$ cat src/rtl/cocotb_template_dut.sv
// -----------------------------------------------------------------------------
// cocotb_template_dut
//
// Stream buffer. Words accepted on a valid/ready slave port are stored in a
// synchronous FIFO and delivered unchanged, in order, on a valid/ready master
// port. Probe counters and status flags expose occupancy and traffic totals.
//
// Ports
//   clk        system clock, rising edge
//   rst_n      asynchronous active-low reset (synchronous release expected)
//   clear      synchronous flush of FIFO contents and counters
//   s_valid    input word valid
//   s_ready    block can accept a word (= !full)
//   s_data     input word
//   m_valid    output word valid (= !empty)
//   m_ready    downstream accepts the output word
//   m_data     word at the read pointer, 0 while empty
//   level      number of stored words
//   full       level == DEPTH
//   empty      level == 0
//   in_count   accepted input words, wraps modulo 2^CNT_W
//   out_count  delivered output words, wraps modulo 2^CNT_W
// -----------------------------------------------------------------------------
module cocotb_template_dut #(
  parameter int DATA_W = 16,
  parameter int DEPTH  = 8,
  parameter int CNT_W  = 32
) (
  input  logic                     clk,
  input  logic                     rst_n,
  input  logic                     clear,
  input  logic                     s_valid,
  output logic                     s_ready,
  input  logic [DATA_W-1:0]        s_data,
  output logic                     m_valid,
  input  logic                     m_ready,
  output logic [DATA_W-1:0]        m_data,
  output logic [$clog2(DEPTH):0]   level,
  output logic                     full,
  output logic                     empty,
  output logic [CNT_W-1:0]         in_count,
  output logic [CNT_W-1:0]         out_count
);

  localparam int PTR_W = $clog2(DEPTH);
  localparam int LVL_W = PTR_W + 1;

  // ---------------------------------------------------------------------------
  // State
  // ---------------------------------------------------------------------------
  logic [DATA_W-1:0] mem_reg [DEPTH];
  logic [PTR_W-1:0]  wr_ptr_reg,    wr_ptr_next;
  logic [PTR_W-1:0]  rd_ptr_reg,    rd_ptr_next;
  logic [LVL_W-1:0]  level_reg,     level_next;
  logic [CNT_W-1:0]  in_count_reg,  in_count_next;
  logic [CNT_W-1:0]  out_count_reg, out_count_next;

  logic full_flag;
  logic empty_flag;
  logic push;
  logic pop;

  // ---------------------------------------------------------------------------
  // Status and handshakes
  // ---------------------------------------------------------------------------
  // Flags derive only from the registered level, so s_ready never depends on
  // m_ready: a full FIFO refuses a push even when a pop happens that cycle.
  assign full_flag  = (level_reg == LVL_W'(DEPTH));
  assign empty_flag = (level_reg == '0);

  assign s_ready = ~full_flag;
  assign m_valid = ~empty_flag;
  assign full    = full_flag;
  assign empty   = empty_flag;
  assign level   = level_reg;

  assign in_count  = in_count_reg;
  assign out_count = out_count_reg;

  // clear wins over both handshakes; s_ready is still shown during the clear
  // cycle but the transfer is not recorded.
  assign push = s_valid & ~full_flag  & ~clear;
  assign pop  = m_ready & ~empty_flag & ~clear;

  // Output word is forced to zero while empty so the port never shows
  // uninitialised storage after reset or a flush.
  assign m_data = empty_flag ? '0 : mem_reg[rd_ptr_reg];

  // ---------------------------------------------------------------------------
  // Next-state logic
  // ---------------------------------------------------------------------------
  always_comb begin
    wr_ptr_next    = wr_ptr_reg;
    rd_ptr_next    = rd_ptr_reg;
    level_next     = level_reg;
    in_count_next  = in_count_reg;
    out_count_next = out_count_reg;

    if (clear) begin
      wr_ptr_next    = '0;
      rd_ptr_next    = '0;
      level_next     = '0;
      in_count_next  = '0;
      out_count_next = '0;
    end else begin
      // DEPTH is a power of two, so pointer overflow is the modulo wrap.
      if (push) begin
        wr_ptr_next   = wr_ptr_reg + PTR_W'(1);
        in_count_next = in_count_reg + CNT_W'(1);
      end
      if (pop) begin
        rd_ptr_next    = rd_ptr_reg + PTR_W'(1);
        out_count_next = out_count_reg + CNT_W'(1);
      end
      unique case ({push, pop})
        2'b10:   level_next = level_reg + LVL_W'(1);
        2'b01:   level_next = level_reg - LVL_W'(1);
        default: level_next = level_reg;
      endcase
    end
  end

  // ---------------------------------------------------------------------------
  // Registers
  // ---------------------------------------------------------------------------
  always_ff @(posedge clk or negedge rst_n) begin
    if (!rst_n) begin
      wr_ptr_reg    <= '0;
      rd_ptr_reg    <= '0;
      level_reg     <= '0;
      in_count_reg  <= '0;
      out_count_reg <= '0;
    end else begin
      wr_ptr_reg    <= wr_ptr_next;
      rd_ptr_reg    <= rd_ptr_next;
      level_reg     <= level_next;
      in_count_reg  <= in_count_next;
      out_count_reg <= out_count_next;
    end
  end

  // Storage needs no reset: a slot is only ever read after it was written,
  // and m_data is masked while the FIFO is empty.
  always_ff @(posedge clk) begin
    if (push) begin
      mem_reg[wr_ptr_reg] <= s_data;
    end
  end

endmodule

$ cat config.mk
export PLATFORM = sky130hd
export DESIGN_NAME = cocotb_template_dut
export DESIGN_NICKNAME = d
export VERILOG_FILES = /design/src/rtl/cocotb_template_dut.sv
export SDC_FILE = /design/constraint.sdc
export NUM_CORES = 1
export LEC_CHECK = 0
export ABC_AREA = 1
export ABC_CLOCK_PERIOD_IN_PS = 5500
export CELL_PAD_IN_SITES_DETAIL_PLACEMENT = 2
export CELL_PAD_IN_SITES_GLOBAL_PLACEMENT = 2
export CORE_MARGIN = 10
export CORE_UTILIZATION = 38
export DETAILED_ROUTE_END_ITERATION = 16
export PLACE_DENSITY = 0.85
export SLEW_MARGIN = 10
export SYNTH_ARGS = -nofsm -noshare
export SYNTH_HDL_FRONTEND = slang
export SYNTH_SLANG_ARGS = --single-unit
$ cat constraint.sdc
create_clock -name clk -period 5.5 [get_ports clk]
set_input_delay 0.55 -clock clk [delete_from_list [all_inputs] [get_ports clk]]
set_output_delay 0.55 -clock clk [all_outputs]
set_load 0.03 [all_outputs]
==> reports/metrics.cfg <==
[timing]
hold_violations=0
fin_crit_ns=3.971
finalCritPeriodShare_pct=72.21
tightest_slew_ns=1.242
fin_worst_skew_ns=0.008911
finalMaxSlewViolations=0
setup_violations=0
worst_slack_ns=1.529
timing.slew.headroom_pct=17.12
rsz0062_at_grt=no
clock.fmax_mhz=251.8
final.setup.tns_ns=0

[yosys]
synth_most_common_cell=nor2_1
synthTopCellsByCount=nor2_1, nand2_1, edfxtp_1
syn_area_mm2=0.009696
muxShareOfSynthArea_pct=0
synthSimpleGateAreaFrac_pct=23.73
synth_edf_count=128
syn_nets=1059
syn_inst=1032
yosysTopAreaCell=edfxtp_1
synth-compound-area-share_pct=10.58
synth_top_family_by_area=simple AND/OR/NAND/NOR gates
synth-seq-area-share_pct=58.74
synthTopCellsByArea=edfxtp_1, dfrtp_1, nor2_1
synth_warnings=0
synth-seq-cells=202
synth_flop_cell=edfxtp_1
async_flop_share_pct=36.63
synth_top_area_share_pct=39.64
synth_xor_area_share_pct=0.9033
synth.distinct_cells=45
synth.avg_cell_area_um2=9.395
synthAdderAreaFrac_pct=0.7743

[floorplan]
die_width_um=179.7
fp-row-count=58
dieArea_mm2=0.03230
dieHeight_um=179.7
coreArea_mm2=0.02511
io_pins=109
initial_core_util_pct=38.61

[place]
dp_hpwl_um=21480
port_buffers=108
dpl_cell_area_mm2=0.01115
gp_congestion=0.7922
place_ws_ns=2.125
dp_cells=1451

[global_routing]
grt_start_max_net_pins=68
grt_pass1_wl_um=51740
grt_pass1_vias=9049
gr-usage-met2_pct=35.43
antenna_found_initial=0
grt_usage_pct=19.46
top_usage_layer=met2
use_met3_pct=3.715
gr-usage-met1_pct=23.51
grt-ovfl-total=0

[pwr]
power_density_mw_per_mm2=411.0
power_leakage_nw=4.566
ir_drop_uv=294.0
total_power_mw=4.959

[finish]
area_growth_pct=24.47
n_antenna_cell=0
largest_reg_flops=128
postLayoutCellArea_mm2=0.01207
nets=1175
drive_gt1_share_pct=9.099
final_cells=1495

[worst_setup_path]
max_stage_delay_ns=0.90
critical_path.startpoint_type=flip-flop
worstPathCellList=inv_1, o21ai_0, o22ai_1, o21ai_0, a31oi_1, clkdlybuf4s50_1
crit_top_cell=o21ai_0
cp.arrival_ns=3.42
crit_fanout=33
critPathKind=flip-flop to primary output
crit_slowest_cell=inv_1
end_kind=primary output
worstPathRequired_ns=4.95

[clock_network]
cts_sinks=202
cts_setup_buffers=0
cts_buffers=24
cts_max_path_buffers=3
root_buffer=clkbuf_16
cts_tree=built
path_clk_slew_ns=0.06
clkLatencyLatePin_ns=0.52
htree_levels=1

[route]
routedWlPerCell_um=21.68
drtAntennaViolNets=0
wirelength_um=32410
drc=0
drt_iter0_drc=426
vias_per_cell=5.413
num_vias=8093
first_pass_iters=5

[job]
max_cap_viol_count=0

[hold_path]
hold_path.class=input pin to async pin

[outcome]
status=finished, final reports clean

layout by cell type, fill, tap and decap left out, drive strengths merged, types with 6 or more instances in the layout:
cell type / Yosys / layout
nor2: 201 / 201
nand2: 188 / 188
edfxtp: 128 / 128
o21ai: 123 / 123
clkdlybuf4s50: 0 / 107
inv: 97 / 97
dfrtp: 74 / 74
nand3: 43 / 43
nor3: 33 / 33
clkbuf: 22 / 31
a21oi: 23 / 23
nand4: 20 / 20
o22ai: 17 / 17
a31oi: 17 / 17
buf: 10 / 14
bufinv: 0 / 7
ha: 6 / 6
path summary, 6_finish.rpt:
| check | start | end | slack (ns) | cells past startpoint |
|---|---|---|---|---|
| max reg2reg | level[0] | level[3] | 3.16 | 14 |
| max | rd_ptr_reg[1] | m_data[15] | 1.53 | 6 |
| min reg2reg | in_count[14] | in_count[14] | 0.53 | 1 |
| min in group clk | in_count[14] | in_count[14] | 0.53 | 1 |
| min | rst_n | level[0] | 0.44 | 2 |
| max in group asynchronous | rst_n | rd_ptr_reg[0] | 3.93 | 3 |
timing repair:
action,CTS,global route
hold endpoints to repair,15,0
hold buffers,1,0
resized for setup,0,0
per-stage QoR:
stage	util [%]	hold slack, ns
finish	48.06	0.4413
global route	48.06	0.4644
CTS	48.06	0.4548
global placement	44.42	0.4285
floorplan	-	0.2544
detailed placement	44.42	0.4295
layout make-up:
class | instances | area (um^2)
fillers | 2728 | 13040
flip-flops and latches | 202 | 5697
multi-input cells | 700 | 3490
repair buffers | 122 | 1186
clock buffers | 31 | 668.1
well taps | 330 | 412.9
inverters | 98 | 377.9
clock inverters | 12 | 236.5
logic make-up (layout without fill, tap and decap cells):
| family | after synthesis | in the layout |
|---|---|---|
| AND/OR/NAND/NOR | 494 | 494 |
| flip-flops | 202 | 202 |
| AO/OA/AOI/OAI | 190 | 190 |
| buffers and inverters | 130 | 263 |
| XOR/XNOR | 10 | 10 |
| adder cells (fa/ha/maj) | 6 | 6 |
layer usage:
layer / up-vias / wire [um]
met2: 147 / 16760
met5: - / 0
li1: 3745 / -
met3: 34 / 1514
met4: 0 / 401
met1: 4167 / 13740
worst max-delay path, delay by kind of cell (launching register included):
kind	cells	cell delay, ns
flops	1	0.38
compound gates	4	0.90
buf+inv	2	1.63
power breakdown:
part	switching [mW]	leakage [nW]	internal, mW
combinational	0.966	1.94	0.447
clock	0.644	0.440	1.18
sequential	0.0518	2.18	1.67
Note: power is estimated with default switching activity, not from simulation.
